File: config.mk
export PLATFORM = sky130hd
export DESIGN_NAME = ddr_tx_serializer
export DESIGN_NICKNAME = d
export VERILOG_FILES = /design/src/rtl/ddr_tx_pkg.sv /design/src/rtl/ddr_tx_serializer_oddr.sv /design/src/rtl/ddr_tx_serializer.sv
export SDC_FILE = /design/constraint.sdc
export NUM_CORES = 1
export LEC_CHECK = 0
export ABC_AREA = 1
export ABC_CLOCK_PERIOD_IN_PS = 2550
export CELL_PAD_IN_SITES_DETAIL_PLACEMENT = 1
export CELL_PAD_IN_SITES_GLOBAL_PLACEMENT = 1
export CORE_AREA = 2 2 45 51
export CTS_CLUSTER_SIZE = 30
export DETAILED_ROUTE_END_ITERATION = 12
export DIE_AREA = 0 0 47 53
export PLACE_DENSITY = 0.8
export SLEW_MARGIN = 15
export SYNTH_ARGS = -nofsm -noshare
export SYNTH_HDL_FRONTEND = slang
export SYNTH_HIERARCHICAL = 1
export SYNTH_SLANG_ARGS = --single-unit
File: constraint.sdc
create_clock -name clk -period 2.55 [get_ports clk]
set_input_delay 0.6375 -clock clk [delete_from_list [all_inputs] [get_ports clk]]
set_output_delay 0.6375 -clock clk [all_outputs]
set_load 0.01 [all_outputs]
File: src/rtl/ddr_tx_pkg.sv
// ddr_tx_pkg: shared types, vendor target names and parameter checks
// for the DDR transmit serializer (and the matching receive side).
package ddr_tx_pkg;

  typedef enum logic {
    IDLE  = 1'b0,
    SHIFT = 1'b1
  } state_t;

  localparam string TGT_US       = "ULTRASCALE";
  localparam string TGT_USP      = "ULTRASCALE_PLUS";
  localparam string TGT_USP_ES1  = "ULTRASCALE_PLUS_ES1";
  localparam string TGT_USP_ES2  = "ULTRASCALE_PLUS_ES2";

  function automatic bit data_w_ok(input int w);
    return (w >= 2) && ((w % 2) == 0);
  endfunction

endpackage

File: src/rtl/ddr_tx_serializer_oddr.sv
// oddr: one-pin DDR output cell; d1 in the high phase, d2 in the low.
// Ports: clk, rst_n, d1, d2, q. Macro DDR_TX_UNISIM enables ODDRE1.
module oddr
  import ddr_tx_pkg::*;
#(
  parameter string TARGET     = "ULTRASCALE",
  parameter logic  IDLE_LEVEL = 1'b0
) (
  input  logic clk,
  input  logic rst_n,
  input  logic d1,
  input  logic d2,
  output logic q
);

  localparam bit VENDOR_TGT =
    (TARGET == TGT_US)      ||
    (TARGET == TGT_USP)     ||
    (TARGET == TGT_USP_ES1) ||
    (TARGET == TGT_USP_ES2);

  // The vendor primitive is only present when the
  // unisim library is compiled in.
`ifdef DDR_TX_UNISIM
  localparam bit HAVE_PRIM = 1'b1;
`else
  localparam bit HAVE_PRIM = 1'b0;
`endif

  localparam bit USE_VENDOR = VENDOR_TGT && HAVE_PRIM;

`ifdef DDR_TX_UNISIM
  if (USE_VENDOR) begin : g_vendor
    ODDRE1 #(
      .SRVAL      (IDLE_LEVEL),
      .SIM_DEVICE (TARGET)
    ) u_oddre1 (
      .C  (clk),
      .D1 (d1),
      .D2 (d2),
      .SR (!rst_n),
      .Q  (q)
    );
  end
`endif

  if (!USE_VENDOR) begin : g_fabric
    logic r1;
    logic r2p;
    logic r2n;

    always_ff @(posedge clk or negedge rst_n) begin
      if (!rst_n) begin
        r1  <= IDLE_LEVEL;
        r2p <= IDLE_LEVEL;
      end else begin
        r1  <= d1;
        r2p <= d2;
      end
    end

    // d2 moves to a falling-edge flop so it is
    // stable for the whole low phase.
    always_ff @(negedge clk or negedge rst_n) begin
      if (!rst_n) r2n <= IDLE_LEVEL;
      else        r2n <= r2p;
    end

    assign q = !rst_n ? IDLE_LEVEL
             : (clk ? r1 : r2n);
  end

endmodule

File: src/rtl/ddr_tx_serializer.sv
// ddr_tx_serializer: valid/ready words out on one DDR pin, LSB first.
// Ports: s_data/s_valid/s_ready in, q/oe/busy out. Macro DDR_TX_TRAIN_EN.
module ddr_tx_serializer
  import ddr_tx_pkg::*;
#(
  parameter string TARGET     = "ULTRASCALE",
  parameter int    DATA_W     = 8,
  parameter logic  IDLE_LEVEL = 1'b0
) (
  input  logic              clk,
  input  logic              rst_n,
  input  logic [DATA_W-1:0] s_data,
  input  logic              s_valid,
  output logic              s_ready,
  output logic              q,
  output logic              oe,
  output logic              busy
);

  if (!data_w_ok(DATA_W)) begin : g_bad_w
    $error("ddr_tx_serializer: DATA_W must be even and >= 2");
  end

  localparam int NP = DATA_W / 2;
  localparam int CW = (NP > 1) ? $clog2(NP) : 1;
  localparam logic [CW-1:0] CNT_LOAD = CW'(NP - 1);

`ifdef DDR_TX_TRAIN_EN
  localparam logic IDLE_D1 = 1'b1;
  localparam logic IDLE_D2 = 1'b0;
`else
  localparam logic IDLE_D1 = IDLE_LEVEL;
  localparam logic IDLE_D2 = IDLE_LEVEL;
`endif

  state_t            state, state_n;
  logic              armed;
  logic [DATA_W-1:0] sh, sh_n;
  logic [CW-1:0]     cnt, cnt_n;
  logic              d1_q, d1_n;
  logic              d2_q, d2_n;
  logic              pvalid, pvalid_n;
  logic              oe_q;
  logic              accept;

  assign s_ready = armed &&
                   (state == IDLE || cnt == '0);
  assign accept  = s_valid && s_ready;
  assign busy    = (state == SHIFT);
  assign oe      = oe_q;

  always_comb begin
    state_n  = state;
    sh_n     = sh;
    cnt_n    = cnt;
    d1_n     = d1_q;
    d2_n     = d2_q;
    pvalid_n = pvalid;
    if (accept) begin
      d1_n     = s_data[0];
      d2_n     = s_data[1];
      sh_n     = s_data >> 2;
      cnt_n    = CNT_LOAD;
      pvalid_n = 1'b1;
      state_n  = SHIFT;
    end else if (state == SHIFT && cnt != '0) begin
      d1_n  = sh[0];
      d2_n  = sh[1];
      sh_n  = sh >> 2;
      cnt_n = cnt - 1'b1;
    end else if (state == SHIFT) begin
      d1_n     = IDLE_D1;
      d2_n     = IDLE_D2;
      pvalid_n = 1'b0;
      state_n  = IDLE;
    end
  end

  always_ff @(posedge clk or negedge rst_n) begin
    if (!rst_n) begin
      state  <= IDLE;
      armed  <= 1'b0;
      sh     <= '0;
      cnt    <= '0;
      d1_q   <= IDLE_D1;
      d2_q   <= IDLE_D2;
      pvalid <= 1'b0;
      oe_q   <= 1'b0;
    end else begin
      state  <= state_n;
      armed  <= 1'b1;
      sh     <= sh_n;
      cnt    <= cnt_n;
      d1_q   <= d1_n;
      d2_q   <= d2_n;
      pvalid <= pvalid_n;
      // Same edge the pin cell samples the pair,
      // so oe lines up with q.
      oe_q   <= pvalid;
    end
  end

  oddr #(
    .TARGET     (TARGET),
    .IDLE_LEVEL (IDLE_LEVEL)
  ) u_oddr (
    .clk   (clk),
    .rst_n (rst_n),
    .d1    (d1_q),
    .d2    (d2_q),
    .q     (q)
  );

endmodule

==> metrics.yaml, run 1 <==
grt:
  grt_overflow_total: 0
  grt.busiest_layer: "met2"
  grt_pass1_vias: 743
  antenna_found_initial: 0
  grt_max_degree: 18
  use_met2_pct: 27.40
  use_met1_pct: 17.09
  grt_use_total_pct: 19.24
  gr-usage-met3_pct: 9.215
  grt_pass1_wl_um: 2898
sta:
  report.final.hold_viol_count: 0
  clock_skew_ns: 0.008700
  setup_viol: 2
  setup_ws_ns: -0.4175
  finalSetupTns_ns: -0.4175
  holdWs_ns: 0.3857
  finalMaxSlewViolations: 0
  rsz0062_at_grt: "yes"
routing:
  vias_per_cell: 4.895
  wire_per_inst_um: 12.72
  drc: 0
  wl_um: 1692
  ant_nets: 0
  vias: 651
  drtIter0Drc: 10
  drt_first_pass_iters: 4
synth:
  synth_top_area_cell: "dfrtp_1"
  yosysWarnings: 6
  synth_area_um2: 725.7
  synth_top_area_share_pct: 55.17
  ys_types: 17
  syn_area_per_cell_um2: 8.850
  synth_nets: 94
  synth-seq-area-share_pct: 58.62
  netlist_instances: 82
  ys_seq_elements: 17
  synth_area_leaders: "dfrtp_1, nand2_1, nand3_1"
final_layout:
  finish.utilization_pct: 49.36
  final_layout_size_suffix_gt1_share_pct: 15.24
  fillCellCount: 241
  syn_to_final_growth_pct: 33.10
  final_nets: 117
  final_common_cell: "nand2_1"
  mostFrequentLayoutCells: "nand2_1, dfrtp_1, clkdlybuf4s50_1"
  diodes: 0
die:
  rows: 17
  core_area_um2: 1957
  initial_core_util_pct: 37.08
  io-pin-count: 15
  die_h_um: 53
  dieArea_um2: 2491
  die_x_um: 47
critical_path:
  worstPathArrival_ns: 2.33
  r2r_slack_ns: 0.76
  cp_slowest_cell: "dfrtn_1"
  worstPathMaxFanout: 1
  startpoint_type: "flop"
  path_cells: "nor2_1, nor2_2, buf_2"
  required_ns: 1.91
  crit_type: "flop to output pin"
  endpoint_kind: "output pin"
  critical_path.max_stage_delay_ns: 0.40
place:
  place_congestion: 0.7421
  hpwl_um: 1173
  dp_slack_ns: -0.3831
  io_buffer_count: 14
status:
  violations: "setup timing"
  status: "finished with violations"
cts:
  insertion_delay_ns: 0.41
  clk_pin_slew_ns: 0.09
  cts_tree: "done"
  post_cts_buffers: 0
pwr:
  powerDensity_nw_per_um2: 1112
  leakage_uw: 0.0005048
  ir_drop_uv: 481.0
job:
  cap_violations: 0
hold_path:
  min_path_type: "flop to flop"
-- logic make-up after synthesis --
logic type,Yosys count,synth area share [%]
simple gates,48,30.00
flops,17,58.62
buf+inv,11,5.862
compound gates,4,3.275
fa+ha+maj,1,1.724
other cells,1,0.5167
-- sequential cells by signal (all words and copies together) (netlist names) --
name                 cells
sh                       6
cnt                      2
armed                    1
busy                     1
d1_q                     1
d2_q                     1
oe                       1
pvalid                   1
u_oddr/g_fabric.r1       1
u_oddr/g_fabric.r2n      1
u_oddr/g_fabric.r2p      1
-- metal layers --
metal | up-vias | wire (µm)
met5 | - | 0
met4 | 0 | 74
met3 | 10 | 89
met2 | 21 | 862
met1 | 317 | 665
li1 | 303 | -
-- worst paths after layout --
path / to / cells after the start / start
setup / recovery: q / 3 / u_oddr/g_fabric.r2n
hold / removal: oe / 0 / pvalid
setup reg to reg: u_oddr/g_fabric.r2n / 0 / u_oddr/g_fabric.r2p
hold reg to reg: oe / 0 / pvalid
max in group asynchronous: u_oddr/g_fabric.r2n / 2 / rst_n
min in group asynchronous: armed / 2 / rst_n
-- synthesized netlist by cell type --
cell     number
a21oi_1       1
buf_2         1
conb_1        1
dfrtn_1       1
dfrtp_1      16
ha_1          1
inv_1         8
inv_2         2
nand2_1      29
nand2_2       1
nand3_1      10
nand4_1       4
nor2_1        1
nor2_2        2
nor2_4        1
o21a_2        1
o21ai_0       2
-- per-stage QoR --
stage	instances	area, µm²	power [µW]
CTS	133	963.4	1100
finish	133	965.9	1074
detailed placement	124	903.4	836.6
global route	133	965.9	1183
global placement	124	903.4	811.2
floorplan	82	725.7	678.4
-- power by group --
part	internal [µW]	leakage (µW)	switching, µW
clock network	155	0.0000493	140
registers	373	0.000212	54.5
logic	142	0.000243	209
total	670	0.000505	404
-- repair_timing --
action	4_1_cts	5_1_grt
hold buffers	0	0
gates resized for setup	5	1
cloned	0	0
setup endpoints to repair	3	3
pin swaps	2	0
-- critical path, delay by kind of cell, from the launching register on --
kind	cells	cell delay (ns)
flops	1	0.40
buf+inv	1	0.13
simple gates	2	0.12
-- area by class of cell --
| class | count | area (µm²) | area share [%] |
|---|---|---|---|
| clock buffer | 10 | 65.06 | 6.736 |
| inverter | 10 | 37.54 | 3.886 |
| multi-input combinational | 54 | 262.8 | 27.20 |
| sequential | 17 | 425.4 | 44.04 |
| tap | 28 | 35.03 | 3.627 |
| timing repair buffer | 14 | 140.1 | 14.51 |
No activity file was read; power rests on OpenSTA's default activity.
==> run 2: changes to the inputs <==
PLACE_DENSITY = unset   (was 0.8)
PLACE_DENSITY_LB_ADDON = 0.1   (was unset)
SKIP_LAST_GASP = 1   (was unset)
==> metrics.yaml, run 2 (synthesized netlist as in run 1, its figures left out) <==
status:
  status: "finished with violations"
  violations: "setup timing"
sta:
  rsz0062_at_grt: "yes"
  clock_skew_ns: 0.008149  # -0.0005506 ns
  finalMaxSlewViolations: 0  # unchanged
  setup_viol: 2  # unchanged
  holdWs_ns: 0.3911  # +0.005395 ns
  report.final.hold_viol_count: 0  # unchanged
  setup_ws_ns: -0.4110  # +0.006511 ns
final_layout:
  top_regs: "sh x6, cnt x2"
  final_nets: 117  # unchanged
  regMostFlops: "sh"
  mostFrequentLayoutCells: "nand2_1, dfrtp_1, clkdlybuf4s50_1"
  diodes: 0  # unchanged
  syn_to_final_growth_pct: 33.10  # unchanged
  final_common_cell: "nand2_1"
  largest_reg_flops: 6  # unchanged
  final_layout_size_suffix_gt1_share_pct: 17.14  # +1.9 points
die:
  die_h_um: 53  # unchanged
  core_area_um2: 1957  # unchanged
  io-pin-count: 15  # unchanged
  dieArea_um2: 2491  # unchanged
  die_x_um: 47  # unchanged
  rows: 17  # unchanged
  initial_core_util_pct: 37.08  # unchanged
place:
  place_congestion: 0.6926  # -6.7%
  dp_slack_ns: -0.3791  # +0.004013 ns
  hpwl_um: 1175  # +0.12%
  io_buffer_count: 14  # unchanged
routing:
  vias_per_cell: 4.842  # -1.1%
  drt_first_pass_iters: 2  # -2
  vias: 644  # -1.1%
  wl_um: 1642  # -3.0%
  wire_per_inst_um: 12.35  # -3.0%
  drc: 0  # unchanged
  drtIter0Drc: 5  # -5
  ant_nets: 0  # unchanged
job:
  cap_violations: 0  # unchanged
critical_path:
  critPathMostFrequentCell: "nor2_2"
  endpoint_kind: "output pin"
  r2r-start: "u_oddr/g_fabric.r2p"
  cp-startpoint: "u_oddr/g_fabric.r2n"
  worstPathArrival_ns: 2.32  # about the same
  required_ns: 1.91  # about the same
  worstPathMaxFanout: 1  # unchanged
  crit_type: "flop to output pin"
  startpoint_type: "flop"
  critical_path.max_stage_delay_ns: 0.41  # about the same
  cp_slowest_cell: "dfrtn_1"
  path_cells: "nor2_2, nor2_2, buf_2"
cts:
  clk_pin_slew_ns: 0.10  # about the same
  insertion_delay_ns: 0.41  # about the same
  postCtsHoldBufs: 0  # unchanged
  cts_tree: "done"
  post_cts_buffers: 0  # unchanged
grt:
  grt_pass1_vias: 644  # -13%
  grt_use_total_pct: 17.99  # -1.3 points
  grt_max_degree: 18  # unchanged
  grt_overflow_total: 0  # unchanged
  antenna_found_initial: 0  # unchanged
  grt_pass1_wl_um: 2773  # -4.3%
pwr:
  ir_drop_uv: 478.2  # -0.57%
  powerDensity_nw_per_um2: 1110  # -0.20%
  leakage_uw: 0.0004963  # -1.7%
hold_path:
  holdCritStartpoint: "d1_q"
  min_path_type: "flop to flop"
-- run 2: worst max-delay path, delay by kind of cell (launching register included) --
family,cells,cell delay (ns)
and+or+nand+nor,2,0.10
buffers and inverters,1,0.12
DFF,1,0.41
-- run 2: area by class of cell --
| class | count | area, µm² |
|---|---|---|
| timing repair buffer | 14 | 136.4 |
| clock inverter | 1 | 5.005 |
| multi-input combinational | 54 | 265.3 |
| sequential | 17 | 425.4 |
| fill | 249 | 991.0 |
| inverter | 10 | 37.54 |
| tap | 28 | 35.03 |
| clock buffer | 9 | 61.31 |
-- run 2: repair_timing --
| item | CTS | global route |
|---|---|---|
| resized for setup | 7 | 0 |
| setup endpoints to repair | 3 | 2 |
| pin swaps | 2 | 0 |
-- run 2: power breakdown --
part / switching [µW] / leakage [µW] / internal (µW)
clock network: 142 / 0.0000517 / 157
logic: 206 / 0.000232 / 138
registers: 54.9 / 0.000212 / 373
total: 403 / 0.000496 / 669
-- run 2: through the flow --
step	TNS (ns)	instance area, µm²	std cells	total power (µW)	utilization [%]
2_1_floorplan	0	725.7	82	678.4	-
3_3_place_gp	-0.3747	903.4	124	820.1	46.16
3_5_place_dp	-0.3791	903.4	124	834.9	46.16
4_1_cts	-0.4281	965.9	133	1099	49.36
5_1_grt	-0.4943	965.9	133	1190	49.36
6_report	-0.4110	965.9	133	1072	49.36
-- run 2: path summary, 6_finish.rpt --
path | end | slack (ns) | depth (start not counted)
max in group asynchronous | u_oddr/g_fabric.r2n | 0.60 | 2
hold reg to reg | u_oddr/g_fabric.r1 | 0.39 | 0
setup / recovery | q | -0.41 | 3
min in group asynchronous | pvalid | 0.57 | 2
hold / removal | u_oddr/g_fabric.r1 | 0.39 | 0
setup reg to reg | u_oddr/g_fabric.r2n | 0.77 | 0
-- run 2: per-layer routing --
metal  wire length [µm]  GRT usage (%)  part of all wire [%]
met1                679          19.62                    41
met3                 78          8.191                   4.8
met2                806          24.20                    49
met4                 77          18.06                   4.7
met5                  0              0                     0
==> run 3: changes to the inputs <==
CORE_AREA = 2 2 44 50   (was 2 2 45 51)
CTS_BUF_LIST = sky130_fd_sc_hd__clkbuf_4 sky130_fd_sc_hd__clkbuf_8   (was unset)
DIE_AREA = 0 0 46 52   (was 0 0 47 53)
PLACE_DENSITY_LB_ADDON = 0.08   (was 0.1)
==> metrics.yaml, run 3 (synthesized netlist as in run 1, its figures left out) <==
place:
  dp_slack_ns: -0.3804  # -0.001355 ns
  place_congestion: 0.6862  # -0.92%
  dp.cells: 115  # -7.3%
  io_buffer_count: 14  # unchanged
  hpwl_um: 1191  # +1.4%
  placed_area_um2: 892.1  # -1.2%
pwr:
  clkPwrFrac_pct: 28.5  # +0.6 points
  leakage_uw: 0.0005112  # +3.0%
  ir_drop_uv: 480.1  # +0.39%
  switchingPower_uw: 400.4  # -0.68%
  swShare_pct: 36.67  # -0.94 points
  powerDensity_nw_per_um2: 1135  # +2.3%
  seqPwrFrac_pct: 39.4  # -0.6 points
  comb_power_share_pct: 32.1  # about the same
  internal_power_uw: 691.4  # +3.4%
die:
  io-pin-count: 15  # unchanged
  dieArea_um2: 2392  # -4.0%
  core_area_um2: 1914  # -2.2%
  die_h_um: 52  # -1.9%
  die_x_um: 46  # -2.1%
  initial_core_util_pct: 37.91  # +0.82 points
  rows: 17  # unchanged
grt:
  grt_max_degree: 18  # unchanged
  grt_overflow_total: 0  # unchanged
  grt_use_total_pct: 19.20  # +1.2 points
  grt_pass1_vias: 695  # +7.9%
  antenna_found_initial: 0  # unchanged
  grt_pass1_wl_um: 3001  # +8.2%
final_layout:
  finish.utilization_pct: 50.26  # +0.90 points
  final_layout_size_suffix_gt1_share_pct: 17.14  # unchanged
  fillCellCount: 240  # -3.6%
  regArea_um2: 425.4  # unchanged
  multi_input_area_um2: 262.8  # -0.94%
  syn_to_final_growth_pct: 32.59
  diodes: 0  # unchanged
  top_regs: "sh x6, cnt x2"
  final_common_cell: "nand2_1"
  design_area_um2: 962.2  # -0.39%
  mostFrequentLayoutCells: "nand2_1, dfrtp_1, clkdlybuf4s50_1"
  regMostFlops: "sh"
  final_nets: 117  # unchanged
  largest_reg_flops: 6  # unchanged
  finalNonFillerCells: 124  # -6.8%
routing:
  vias_per_cell: 5.129  # +5.9%
  wire_per_inst_um: 13.42  # +8.7%
  drtIter0Drc: 6  # +1
  drc: 0  # unchanged
  ant_nets: 0  # unchanged
  wl_um: 1664  # +1.3%
  drt_first_pass_iters: 4  # +2
  vias: 636  # -1.2%
status:
  status: "finished with violations"
  violations: "setup timing"
sta:
  rsz0062_at_grt: "yes"
  holdWs_ns: 0.3866  # -0.004443 ns
  report.final.hold_viol_count: 0  # unchanged
  finalMaxSlewViolations: 0  # unchanged
  setup_viol: 2  # unchanged
  clock_skew_ns: 0.007724  # -0.0004250 ns
  setup_ws_ns: -0.3847  # +0.02628 ns
critical_path:
  startpoint_type: "flop"
  worstPathArrival_ns: 2.30  # -0.02 ns
  crit_type: "flop to output pin"
  worstPathMaxFanout: 1  # unchanged
  endpoint_kind: "output pin"
  required_ns: 1.91  # about the same
cts:
  clk_pin_slew_ns: 0.09  # about the same
  post_cts_buffers: 0  # unchanged
  cts_tree: "done"
  insertion_delay_ns: 0.40  # about the same
hold_path:
  min_path_type: "flop to flop"
job:
  cap_violations: 0  # unchanged
==> run 3: cell count changes in the layout (fill, tap and decap cells not counted), sizes merged <==
cell and change:
clkbuf +1, clkinv -1, dlygate4sd2 -1, dlymetal6s2s +1
==> run 3: stage by stage <==
stage                     setup TNS, ns  power [µW]
after floorplan                       0       678.4
after global placement          -0.3775       815.4
after detailed placement        -0.3804       837.0
after CTS                       -0.4007        1115
after global routing            -0.4389        1199
final                           -0.3847        1092
==> run 3: area by class of cell <==
class,count,area share [%]
flip-flops and latches,17,44.21
inverters,10,3.901
well taps,19,2.471
multi-input cells,54,27.31
clock buffers,10,7.542
repair buffers,14,14.56
==> run 3: worst max-delay path: stages, from the launching register on <==
cell     delay, ns
dfrtn_1       0.39
nor2_1        0.04
nor2_2        0.06
buf_2         0.13
==> run 3: final timing paths <==
path                                     start             endpoint  slack, ns  cells after the start
min in group asynchronous                rst_n  u_oddr/g_fabric.r2p       0.58                      2
max in group asynchronous                rst_n  u_oddr/g_fabric.r2n       0.60                      2
min                                     pvalid                   oe       0.39                      0
max reg2reg                u_oddr/g_fabric.r2p  u_oddr/g_fabric.r2n       0.77                      0
max                        u_oddr/g_fabric.r2n                    q      -0.38                      3
min reg2reg                             pvalid                   oe       0.39                      0
==> run 3: power by group through the flow <==
stage                     Sequential, µW  Clock [µW]  Combinational [µW]
after floorplan                      426        32.3                 220
after global placement               429        50.3                 336
after detailed placement             435        50.3                 352
after CTS                            430         327                 357
after global routing                 446         338                 414
final                                430         311                 350
==> run 3: repair_timing <==
item                       CTS  global route
cloned                       0             0
hold buffers                 0             0
gates resized for setup      5             1
setup endpoints to repair    3             3
pin swaps                    2             1
==> run 3: layer usage <==
| metal | track usage, % | wire length, µm | up-vias |
|---|---|---|---|
| li1 | - | - | 302 |
| met1 | 21.23 | 674 | 302 |
| met2 | 26.62 | 836 | 23 |
| met3 | 6.250 | 89 | 9 |
| met4 | 20.48 | 64 | 0 |
| met5 | 0 | 0 | - |
